**src/rtl/mmio_responder_pkg.sv**
```systemverilog
// Shared header: RISC-V opcodes plus the MMIO base and register offsets.
package mmio_responder_pkg;

    // RISC-V base opcodes (inst[6:0]).
    localparam logic [6:0] OPC_LOAD   = 7'b0000011;
    localparam logic [6:0] OPC_STORE  = 7'b0100011;
    localparam logic [6:0] OPC_OP_IMM = 7'b0010011;
    localparam logic [6:0] OPC_OP     = 7'b0110011;
    localparam logic [6:0] OPC_BRANCH = 7'b1100011;
    localparam logic [6:0] OPC_JAL    = 7'b1101111;
    localparam logic [6:0] OPC_JALR   = 7'b1100111;
    localparam logic [6:0] OPC_LUI    = 7'b0110111;
    localparam logic [6:0] OPC_AUIPC  = 7'b0010111;

    // MMIO window: addr[31:8] selects the block.
    localparam logic [23:0] MMIO_BASE = 24'hFFFFFC;

    // Word offsets (addr[7:2]) of the register map.
    typedef enum logic [5:0] {
        OffSw       = 6'h00,  // byte offset 0x00
        OffBtn      = 6'h01,  // byte offset 0x04
        OffLed      = 6'h04,  // byte offset 0x10
        OffTimer    = 6'h08,  // byte offset 0x20
        OffTimerClr = 6'h09   // byte offset 0x24
    } mmio_off_e;

    function automatic logic mmio_hit(input logic [31:0] a);
        return a[31:8] == MMIO_BASE;
    endfunction

endpackage

```
**src/rtl/mmio_responder_debouncer.sv**
```systemverilog
// Button synchronizer plus debounce counter with a rising-edge strobe.
module debouncer #(
    parameter int unsigned DEBOUNCE_CYCLES = 1000000,
    parameter int unsigned SYNC_STAGES     = 2
) (
    input  logic clk,
    input  logic rst_n,
    input  logic din,
    output logic level,
    output logic rise
);

    localparam int unsigned CntW = $clog2(DEBOUNCE_CYCLES + 1);

    logic [SYNC_STAGES-1:0] sync_q;
    logic [CntW-1:0]        cnt_q;
    logic                   level_q;
    logic                   synced;
    logic                   differ;
    logic                   done;

    assign synced = sync_q[SYNC_STAGES-1];
    assign differ = synced != level_q;
    assign done   = cnt_q == CntW'(DEBOUNCE_CYCLES - 1);

    // Same-cycle strobe so the caller can act at the edge where the level rises.
    assign rise  = differ & done & synced;
    assign level = level_q;

    // Synchronize, then count consecutive differing cycles; agreement restarts the count.
    always_ff @(posedge clk) begin
        if (!rst_n) begin
            sync_q  <= '0;
            cnt_q   <= '0;
            level_q <= 1'b0;
        end else begin
            sync_q[0] <= din;
            for (int i = 1; i < SYNC_STAGES; i++) begin
                sync_q[i] <= sync_q[i-1];
            end
            if (differ) begin
                if (done) begin
                    level_q <= synced;
                    cnt_q   <= '0;
                end else begin
                    cnt_q <= cnt_q + 1'b1;
                end
            end else begin
                cnt_q <= '0;
            end
        end
    end

endmodule

```
**src/rtl/mmio_responder.sv**
```systemverilog
// MMIO slave exposing switches, a debounced button, LEDs and a cycle timer.
module mmio_responder
    import mmio_responder_pkg::*;
#(
    parameter int unsigned DEBOUNCE_CYCLES = 1000000,
    parameter int unsigned SYNC_STAGES     = 2
) (
    input  logic        clk,
    input  logic        rst_n,
    input  logic        ioRead,
    input  logic        ioWrite,
    input  logic [31:0] addr,
    input  logic [31:0] wdata,
    output logic [31:0] rdata,
    output logic        rvalid,
    input  logic [15:0] sw,
    input  logic        btn,
    output logic [15:0] led
);

    logic [15:0] sw_sync_q [SYNC_STAGES];
    logic [15:0] sw_s;
    logic        btn_level;
    logic        btn_rise;
    logic        flag_q;
    logic [15:0] led_q;
    logic [31:0] timer_q;
    logic [31:0] rdata_q;
    logic        rvalid_q;

    logic        hit;
    logic [5:0]  off;
    logic        wr_en;
    logic        rd_en;
    logic        btn_rd;
    logic [31:0] rd_mux;

    debouncer #(
        .DEBOUNCE_CYCLES (DEBOUNCE_CYCLES),
        .SYNC_STAGES     (SYNC_STAGES)
    ) u_btn_db (
        .clk   (clk),
        .rst_n (rst_n),
        .din   (btn),
        .level (btn_level),
        .rise  (btn_rise)
    );

    assign sw_s   = sw_sync_q[SYNC_STAGES-1];
    assign hit    = mmio_hit(addr);
    assign off    = addr[7:2];
    assign wr_en  = ioWrite & hit;
    // A simultaneous write wins; the read is dropped entirely.
    assign rd_en  = ioRead & ~ioWrite;
    assign btn_rd = rd_en & hit & (off == OffBtn);

    // Read data mux; anything outside the window or map reads as zero.
    always_comb begin
        rd_mux = '0;
        if (hit) begin
            case (off)
                OffSw:    rd_mux = {16'b0, sw_s};
                OffBtn:   rd_mux = {30'b0, flag_q, btn_level};
                OffLed:   rd_mux = {16'b0, led_q};
                OffTimer: rd_mux = timer_q;
                default:  rd_mux = '0;
            endcase
        end
    end

    // Register file, timer, sticky flag, switch synchronizer and read response.
    always_ff @(posedge clk) begin
        if (!rst_n) begin
            for (int i = 0; i < SYNC_STAGES; i++) begin
                sw_sync_q[i] <= '0;
            end
            flag_q   <= 1'b0;
            led_q    <= '0;
            timer_q  <= '0;
            rdata_q  <= '0;
            rvalid_q <= 1'b0;
        end else begin
            sw_sync_q[0] <= sw;
            for (int i = 1; i < SYNC_STAGES; i++) begin
                sw_sync_q[i] <= sw_sync_q[i-1];
            end

            rvalid_q <= rd_en;
            if (rd_en) begin
                rdata_q <= rd_mux;
            end

            if (wr_en && off == OffLed) begin
                led_q <= wdata[15:0];
            end

            if (wr_en && off == OffTimerClr) begin
                timer_q <= '0;
            end else begin
                timer_q <= timer_q + 32'd1;
            end

            // A press landing on the same edge as a clearing read is kept.
            if (btn_rise) begin
                flag_q <= 1'b1;
            end else if (btn_rd) begin
                flag_q <= 1'b0;
            end
        end
    end

    assign rdata  = rdata_q;
    assign rvalid = rvalid_q;
    assign led    = led_q;

endmodule
```
**config.mk**
```make
export PLATFORM = sky130hd
export DESIGN_NAME = mmio_responder
export DESIGN_NICKNAME = d
export VERILOG_FILES = /design/src/rtl/mmio_responder_pkg.sv /design/src/rtl/mmio_responder_debouncer.sv /design/src/rtl/mmio_responder.sv
export SDC_FILE = /design/constraint.sdc
export NUM_CORES = 1
export LEC_CHECK = 0
export CORE_UTILIZATION = 36
export DETAILED_ROUTE_END_ITERATION = 12
export HOLD_SLACK_MARGIN = 0.02
export MAX_ROUTING_LAYER = met4
export SETUP_SLACK_MARGIN = 0.02
export SYNTH_ARGS = -nofsm -noshare
export SYNTH_HDL_FRONTEND = slang
export SYNTH_SLANG_ARGS = --single-unit
```
**constraint.sdc**
```tcl
create_clock -name clk -period 5.9 [get_ports clk]
set_clock_uncertainty 0.05 [all_clocks]
set_input_delay 1.475 -clock clk [delete_from_list [all_inputs] [get_ports clk]]
set_output_delay 1.475 -clock clk [all_outputs]
set_load 0.01 [all_outputs]
```
==> summary.md <==
| Metric | Value |
|---|---|
| DRT Pass-1 Iters | 4 |
| CP max FO | 20 |
| Setup TNS | 0 ps |
| Number of endpoints failing setup at the final stage | 0 |
| Via count of the first global-routing pass | approximately 4500 |
| Unrepaired setup endpoints after global routing | false |
| IR Drop Worst-Case VDD | approximately 0.00022 V |
| Syn avg cell area | about 9.6 um^2 |
| Post-CTS setup buffer count | 0 |
| Effective utilization at floorplan | 37.0% |
| Core Footprint | around 15000 um^2 |
| Data required, critical path | between 6000 and 7000 ps |
| Library cell occupying the most area in the post-synthesis netlist | sky130_fd_sc_hd__dfxtp_1 |
| Synth cell types | 47 |
| Top post-synthesis cells by area | sky130_fd_sc_hd__dfxtp_1 (49%), sky130_fd_sc_hd__and2_1 (4.2%), sky130_fd_sc_hd__mux2i_1 (3.0%) |
| Critical path capture point type | register |
| Max Freq | ~0.26 GHz |
| Post-cts gate resize count | 0 |
| Pin count of the biggest net entering global routing | about 60 |
| Area overhead of the layout relative to synthesis | 32.5% |
| Hold WS | approximately 380 ps |
| GRT Overall Usage | between 15 and 20% |
| Power per standard cell area | between 200 and 300 nW/um^2 |
| Number of design rule violations left after detail routing | 0 |
| Number of top-level pins | between 100 and 150 |
| Startpoint Class | input port |
| Most frequent cells in the layout | sky130_fd_sc_hd__dfxtp_1 (137), sky130_fd_sc_hd__clkdlybuf4s50_1 (115), sky130_fd_sc_hd__and2_1 (38) |
| Die extent in x | about 130 um |
| WL/cell | between 15 and 20 um |
| Std cell rows | between 40 and 50 |
| Half-perimeter wire length after placement | ~9.6 mm |
| Buffer depth of the longest clock path | 2 |
| Insertion delay to the later sink of the worst-skew pair | ~420 ps |
| Antenna violations before repair | 0 |
| Leak Pwr | 2.53 nW |
| Summed instance area of the synthesized netlist | between 5000 and 6000 um^2 |
| Clock-pin slew on the worst setup and hold paths | approximately 60 ps |
| Pin slew with the least headroom to its limit | 1150 ps |
| Worst Path Class, Setup | input port to register |
| Arrival time at the worst endpoint | 4100 ps |
| Ratio of cells with drive above 1 in the final layout | between 7 and 8% |
| Iteration-0 DRC count of the detailed router | about 290 |
| Post-synthesis sequential element count | around 140 |
| Total gr overflow | 0 |
| Relative slew slack | a little under a quarter |
| Antenna diode count | 0 |
| Port Buffers | around 120 |
| Number of nets in the layout | 773 |
| Leading register cell type out of synthesis | sky130_fd_sc_hd__dfxtp_1 |
| Period utilisation layout | between 60% and 70% |
| Post-place setup slack | between 1500 and 2000 ps |
| Max-capacitance violation count | 0 |
| Wire length of the first global-routing pass | 22.0 mm |
| Top cell type's share of synthesized area | 48.8% |
| Number of max-slew violations in the final report | 0 |
| Placer Congestion | 0.792 |
| Most common cell after layout, fill and taps aside | sky130_fd_sc_hd__dfxtp_1 |
| Final count of hold timing violations | 0 |
| CTS Buf Count | 17 |
| Vias after detailed routing | between 4000 and 5000 |
| Die ar. | ~16000 um^2 |
| Async set-reset flop share out of synthesis | 0% |
| Die Ht | approximately 130 um |
| Total wire length after detailed routing | 13.4 mm |
| Number of nets produced by synthesis | around 670 |
| EDFF count, synth | 0 |
| Number of antenna-violating nets in the routed design | 0 |
| Warnings, synthesis | 0 |
| Gate count after technology mapping | slightly below 600 |
| CTS H-tree depth | 4 |
| Hold Crit Class | register to register |
| Number of hold buffers added after CTS | 0 |
| Setup WS post-layout | 2060 ps |
| Sequential-to-total area share from yosys stat | between 40% and 50% |
| CTS tree | done |
| Clock period minus final worst setup slack | 3840 ps |
| Utilization of the core after routing | approximately 49% |
| Master cell of the clock root buffer | sky130_fd_sc_hd__clkbuf_16 |
| Number of vias per cell after detailed routing | 5.27 |
| Outcome | finished, final reports clean |
| Clock tree sinks | between 100 and 150 |
## metrics by stage
| step | instance area [um^2] | std cells | power (mW) |
|---|---|---|---|
| floorplan | 5620 | 584 | 1.00 |
| global placement | 6880 | 855 | 1.06 |
| detailed placement | 6880 | 855 | 1.06 |
| CTS | 7450 | 887 | 2.07 |
| global route | 7450 | 887 | 2.12 |
| finish | 7450 | 887 | 2.05 |
## flip-flops by register name, summed over array words and instances (netlist names)
signal and count:
flag_q 1, u_btn_db.sync_q 2, rdata 32, rvalid 1
timer_q 32, u_btn_db.level 1, sw_sync_q 32, led 16
u_btn_db.cnt_q 20
## synth_stat cells, types with 2 or more instances
cell and number:
sky130_fd_sc_hd__mux2i_1 17, sky130_fd_sc_hd__xor2_1 19, sky130_fd_sc_hd__dfxtp_1 137, sky130_fd_sc_hd__nor2_1 27
sky130_fd_sc_hd__buf_2 14, sky130_fd_sc_hd__a2bb2oi_1 18, sky130_fd_sc_hd__a21boi_0 16, sky130_fd_sc_hd__and4_1 14
sky130_fd_sc_hd__a22o_1 16, sky130_fd_sc_hd__or4_1 20, sky130_fd_sc_hd__a21oi_1 24, sky130_fd_sc_hd__nor4_1 2
sky130_fd_sc_hd__o211ai_1 2, sky130_fd_sc_hd__buf_6 2, sky130_fd_sc_hd__o21ai_2 10, sky130_fd_sc_hd__nor3_1 2
sky130_fd_sc_hd__and3_1 3, sky130_fd_sc_hd__o21ai_1 3, sky130_fd_sc_hd__o21ai_0 29, sky130_fd_sc_hd__nand2_1 32
sky130_fd_sc_hd__nand4_1 22, sky130_fd_sc_hd__nand3_1 33, sky130_fd_sc_hd__nor4bb_1 2, sky130_fd_sc_hd__nor3b_1 2
sky130_fd_sc_hd__clkbuf_1 20, sky130_fd_sc_hd__o31ai_1 18, sky130_fd_sc_hd__or3_1 8, sky130_fd_sc_hd__inv_1 8
sky130_fd_sc_hd__xnor2_1 4, sky130_fd_sc_hd__ha_1 2, sky130_fd_sc_hd__nor2b_1 5, sky130_fd_sc_hd__and2_1 38
## area by class of cell
type | instances | area [um^2]
Sequential cell | 137 | 2740
Inverter | 8 | 30.0
Fill cell | 1422 | 7750
Timing Repair Buffer | 121 | 1200
Clock buffer | 17 | 425
Tap cell | 188 | 235
Clock inverter | 15 | 141
Multi-Input combinational cell | 401 | 2680
## metal layers
metal / track usage (%) / share of wire, % / up-vias
li1: - / - / 2346
met1: 22.5 / 48 / 2181
met2: 27.9 / 47 / 120
met3: 3.43 / 3.9 / 24
met4: 7.35 / 1.9 / 0
met5: - / 0 / -
## cell families (layout without fill, tap and decap cells)
family	after synthesis	count (layout)	share of synthesized area (%)
AND/OR/NAND/NOR	219	219	23.2
AO/OA/AOI/OAI	139	139	17.1
flip-flops	137	137	48.8
buffers and inverters	46	161	3.72
XOR/XNOR	23	23	3.58
multiplexers	17	17	3.03
adder cells (fa/ha/maj)	3	3	0.623
## path summary, 6_finish.rpt
| kind | endpoint | cells after the start | slack [ps] | from |
|---|---|---|---|---|
| min reg2reg | u_btn_db.sync_q[1]$_SDFF_PN0_ | 1 | 380 | u_btn_db.sync_q[0]$_SDFF_PN0_ |
| max | timer_q[3]$_SDFF_PP0_ | 6 | 2060 | addr[8] |
| min | u_btn_db.sync_q[1]$_SDFF_PN0_ | 1 | 380 | u_btn_db.sync_q[0]$_SDFF_PN0_ |
| max reg2reg | timer_q[23]$_SDFF_PP0_ | 4 | 3560 | timer_q[6]$_SDFF_PP0_ |
## power breakdown
part	internal, mW	switching [mW]
logic	0.0592	0.0355
registers	0.938	0.00499
clock network	0.587	0.424
## worst max-delay path, cell delays in order
cell,delay (ps)
sky130_fd_sc_hd__clkdlybuf4s50_1,390
sky130_fd_sc_hd__nand4bb_1,250
sky130_fd_sc_hd__or4_1,870
sky130_fd_sc_hd__o21ai_2,690
sky130_fd_sc_hd__buf_4,330
sky130_fd_sc_hd__nor2_1,70
Power figures use the tool's default switching activity.
